File: config.mk
export PLATFORM = sky130hd
export DESIGN_NAME = centimos_euros_seq
export DESIGN_NICKNAME = d
export VERILOG_FILES = /design/src/rtl/centimos_euros_seq.sv
export SDC_FILE = /design/constraint.sdc
export NUM_CORES = 1
export LEC_CHECK = 0
export ABC_AREA = 1
export CORE_ASPECT_RATIO = 0.5
export CORE_MARGIN = 2
export CORE_UTILIZATION = 52
export DETAILED_ROUTE_END_ITERATION = 8
export GPL_ROUTABILITY_DRIVEN = 1
export PLACE_DENSITY_LB_ADDON = 0.25
export RECOVER_POWER = 25
export SETUP_SLACK_MARGIN = 0.15
export SYNTH_ARGS = -nofsm -noshare
export SYNTH_HDL_FRONTEND = slang
export SYNTH_SLANG_ARGS = --single-unit
File: constraint.sdc
create_clock -name clk -period 1.8 [get_ports clk]
set_input_delay 0.27 -clock clk [delete_from_list [all_inputs] [get_ports clk]]
set_output_delay 0.27 -clock clk [all_outputs]
set_load 0.005 [all_outputs]
File: src/rtl/centimos_euros_seq.sv
// centimos_euros_seq: splits a price in centimos into euros/cents via restoring division by 100, one quotient bit per clock.
// Optional macro ARREDONDAMENTO_EN adds the registered half-up rounded output euros_arred.
module centimos_euros_seq #(
    parameter int unsigned W_CENT = 14,
    parameter int unsigned W_EUR  = W_CENT - 6
) (
    input  logic              clk,
    input  logic              rst_n,
    input  logic              in_valid,
    output logic              in_ready,
    input  logic [W_CENT-1:0] centimos,
    output logic              out_valid,
    input  logic              out_ready,
    output logic [W_EUR-1:0]  euros,
    output logic [6:0]        cents,
`ifdef ARREDONDAMENTO_EN
    output logic [W_EUR:0]    euros_arred,
`endif
    output logic              busy
);

    localparam int unsigned W_CNT = $clog2(W_CENT);

    typedef enum logic [1:0] {
        IDLE,
        DIV,
        DONE
    } state_t;

    state_t              state_q, state_d;
    logic [W_CENT-1:0]   divd_q, divd_d;
    logic [6:0]          rem_q, rem_d;
    logic [W_EUR-1:0]    quot_q, quot_d;
    logic [W_CNT-1:0]    cnt_q, cnt_d;
    logic [W_EUR-1:0]    euros_q, euros_d;
    logic [6:0]          cents_q, cents_d;
`ifdef ARREDONDAMENTO_EN
    logic [W_EUR:0]      arred_q, arred_d;
`endif

    logic [7:0]          r_sh;
    logic                r_ge;
    logic [6:0]          r_sub;

    always_ff @(posedge clk or negedge rst_n) begin
        if (!rst_n) begin
            state_q <= IDLE;
            divd_q  <= '0;
            rem_q   <= '0;
            quot_q  <= '0;
            cnt_q   <= '0;
            euros_q <= '0;
            cents_q <= '0;
`ifdef ARREDONDAMENTO_EN
            arred_q <= '0;
`endif
        end else begin
            state_q <= state_d;
            divd_q  <= divd_d;
            rem_q   <= rem_d;
            quot_q  <= quot_d;
            cnt_q   <= cnt_d;
            euros_q <= euros_d;
            cents_q <= cents_d;
`ifdef ARREDONDAMENTO_EN
            arred_q <= arred_d;
`endif
        end
    end

    // Remainder stays below 100 after every step, so 7 stored bits suffice; the
    // quotient register is W_EUR wide because any higher quotient bits are always zero.
    always_comb begin
        r_sh    = {rem_q, divd_q[W_CENT-1]};
        r_ge    = (r_sh >= 8'd100);
        r_sub   = 7'(r_sh - 8'd100);

        state_d = state_q;
        divd_d  = divd_q;
        rem_d   = rem_q;
        quot_d  = quot_q;
        cnt_d   = cnt_q;
        euros_d = euros_q;
        cents_d = cents_q;
`ifdef ARREDONDAMENTO_EN
        arred_d = arred_q;
`endif

        case (state_q)
            IDLE: begin
                if (in_valid) begin
                    divd_d  = centimos;
                    rem_d   = '0;
                    quot_d  = '0;
                    cnt_d   = W_CNT'(W_CENT - 1);
                    state_d = DIV;
                end
            end
            DIV: begin
                divd_d = {divd_q[W_CENT-2:0], 1'b0};
                rem_d  = r_ge ? r_sub : r_sh[6:0];
                quot_d = {quot_q[W_EUR-2:0], r_ge};
                if (cnt_q == '0) begin
                    euros_d = quot_d;
                    cents_d = rem_d;
`ifdef ARREDONDAMENTO_EN
                    arred_d = {1'b0, quot_d} + (W_EUR+1)'(rem_d >= 7'd50);
`endif
                    state_d = DONE;
                end else begin
                    cnt_d = cnt_q - W_CNT'(1);
                end
            end
            DONE: begin
                if (out_ready) begin
                    state_d = IDLE;
                end
            end
            default: state_d = IDLE;
        endcase
    end

    assign in_ready  = (state_q == IDLE);
    assign busy      = (state_q == DIV);
    assign out_valid = (state_q == DONE);
    assign euros     = euros_q;
    assign cents     = cents_q;
`ifdef ARREDONDAMENTO_EN
    assign euros_arred = arred_q;
`endif

endmodule

==> reports/metrics.yaml <==
outcome: "completed"
grt_pass1_wl_mm: 7.09
finalCritPeriodShare: 0.828
cp.required_ps: 2040
grt_pass1_vias: 1609
clockBufferDepth: 2
fin_util: 0.688
synthXorXnorAreaFrac: 0.00399
viasPerCell: 5.23
cts_tree: "done"
grt_start_max_net_pins: 50
grt.total_usage: 0.192
io_buffers: 35
core_um2: 3980
p_per_area_nw_per_um2: 1710
cp_max_fo: 5
die_w_um: 95.9
max_cap_viol_count: 0
r2r_slack_ps: 310
max_slew_margin: 0.213
fin_crit_ps: 1490
fin_nets: 308
drtIter0Drc: 113
wire_per_inst_um: 12.5
rsz0062_at_grt: "no"
die_y_um: 49.9
cts.clk_slew.worst_paths_ps: 90
worst_pin_slew_ps: 1180
async_flop_share: 1.00
antenna_found_initial: 0
synth_nets: 266
slew_viol_final: 0
crit_arrival_ps: 1730
post-route-worst-setup-slack_ps: 310
max_freq_ghz: 0.671
synth_compound_area_frac: 0.136
cts-buffers-inserted: 5
avgSynthCellArea_um2: 8.96
hold_slack_ps: 278
max-vdd-ir-drop_v: 0.000686
start_kind: "flip-flop"
yosysWarnings: 0
start_util: 0.551
synthAdderAreaFrac: 0.0171
crit_path_end_kind: "flip-flop"
synth-seq-cells: 49
seq_area_frac_synth: 0.559
syn_inst: 245
hold_violations: 0
routed_wirelength_mm: 4.27
cts_root_buf: "clkbuf_8"
regToRegEndpoint: "rem_q[4]$_DFFE_PN0P_"
mappedNetlistArea_um2: 2190
firstDrtPassIters: 4
synthMuxAreaShare: 0
clock_latency_ps: 300
synthTopCellsByArea: "dfrtp_1, nand2_1, inv_1, nor2_1, o21ai_0"
syn_to_final_growth_pct: 24.9
htreeDepth: 2
cts.sinks: 49
seq_area_um2: 1230
cts_hold_buf: 0
path_class: "reg2reg"
drive_above_1_share: 0.139
yosysUniqueCellTypes: 26
synth_edf_count: 0
die_area_um2: 4790
rows: 16
p_leak_nw: 1.32
multi_input_comb_area_um2: 816
gp_congestion: 0.976
p_total_mw: 4.68
dpl.hpwl_mm: 3.00
drc: 0
fin_area_um2: 2740
ys.flop_type: "dfrtp_1"
antenna_cells: 0
dpl_worst_slack_ps: 258
fillers: 316
min_path_type: "in2async"
final-instance-count-excl-fill: 342
reg2reg_depth: 10
yosysTopAreaCell: "dfrtp_1"
dp_cells: 332
skew_ps: 14.7
gr-total-overflow: 0
ant_nets: 0
dpl-instance-area_um2: 2590
setup_tns_ps: 0
vias: 1790
io_pins: 36
synthSimpleGateAreaFrac: 0.210
r2r-start: "rem_q[1]$_DFFE_PN0P_"
synth_top_area_frac: 0.559
synth_top_family_by_area: "simple AND/OR/NAND/NOR gates"
setup_viol: 0
[worst max path at each step]
stage,slack (ps),end,cells after the start,startpoint
floorplan,500,rem_q[2]$_DFFE_PN0P_,9,rem_q[1]$_DFFE_PN0P_
global placement,320,divd_q[7]$_DFFE_PN0P_,6,in_valid
detailed placement,260,divd_q[4]$_DFFE_PN0P_,6,in_valid
CTS,140,in_ready,2,state_q[0]$_DFFE_PN0P_
global route,140,rem_q[4]$_DFFE_PN0P_,10,rem_q[2]$_DFFE_PN0P_
finish,310,rem_q[4]$_DFFE_PN0P_,10,rem_q[1]$_DFFE_PN0P_
[metal layers]
| layer | global-route usage | share of wire | up-vias |
|---|---|---|---|
| met1 | 0.257 | 0.46 | 858 |
| met3 | 0.0550 | 0.052 | 2 |
| met2 | 0.318 | 0.48 | 52 |
| li1 | - | - | 878 |
| met4 | 0.0333 | 0.0023 | 0 |
| met5 | 0 | 0 | - |
[kinds of logic (layout without fill, tap and decap cells)]
logic type,Yosys count,in the layout
AND/OR/NAND/NOR,107,107
AO/OA/AOI/OAI,52,52
flip-flops,49,49
buffers and inverters,33,76
adder cells (fa/ha/maj),3,3
XOR/XNOR,1,1
[area by class of cell]
| cell class | count | share of cell area |
|---|---|---|
| clock buffer | 6 | 0.0301 |
| tap | 54 | 0.0247 |
| multi-input combinational | 163 | 0.298 |
| timing repair buffer | 44 | 0.151 |
| inverter | 24 | 0.0347 |
| clock inverter | 2 | 0.0137 |
| sequential | 49 | 0.448 |
[state kept, by name, summed over array words and instances (netlist names)]
register / flops
divd_q: 14
euros: 8
cnt_q: 4
quot_q: 7
rem_q: 7
cents: 7
state_q: 2
[what timing repair did]
action	in CTS	in global routing
gates resized for setup	3	6
cloned	0	0
endpoints found under the setup margin	1	4
setup buffers	1	1
[critical path: stages, from the launching register on]
cell and delay [ps]:
dfrtp_1 430, inv_2 90, ha_1 190, nand2_1 100
nor2_1 130, nand2_2 100, nand2_2 110, nand2_1 70
nand2_1 90, nand2_1 70, nand2_1 50
[report_power, final]
group	total, mW	switching [mW]	internal (mW)
sequential	1.86	0.282	1.58
combinational	2.00	1.11	0.884
clock	0.822	0.370	0.452
total	4.68	1.77	2.91
[placed cells by master (no fill, tap or decap)]
master / count
nand2_1: 60
dfrtp_1: 48
clkdlybuf4s50_1: 31
inv_1: 20
nor2_1: 20
o21ai_0: 15
nand3_1: 11
o21ai_1: 11
nand2_2: 10
o22ai_1: 10
a21oi_1: 8
buf_4: 8
clkbuf_8: 6
a21oi_2: 4
inv_2: 3
ha_1: 3
nand4_1: 2
dlymetal6s2s_1: 2
nand2_4: 1
clkinv_4: 1
nor2_2: 1
nand3_4: 1
o31ai_1: 1
a22oi_1: 1
a31oi_1: 1
or2_0: 1
xor2_1: 1
a22o_1: 1
clkinvlp_4: 1
bufinv_16: 1
buf_2: 1
dlygate4sd2_1: 1
clkbuf_2: 1
dfrtp_2: 1
[cell usage after synthesis (2+ instances only)]
| cell | number |
|---|---|
| nand2_1 | 61 |
| a21oi_1 | 8 |
| dfrtp_1 | 49 |
| nor2_1 | 21 |
| o21ai_0 | 15 |
| inv_2 | 2 |
| o22ai_1 | 10 |
| nand4_1 | 2 |
| nand3_1 | 11 |
| buf_6 | 3 |
| o21ai_1 | 11 |
| buf_2 | 3 |
| inv_1 | 21 |
| ha_1 | 3 |
| nand2_2 | 10 |
| clkbuf_1 | 2 |
| a21oi_2 | 4 |
Power figures use the tool's default switching activity.
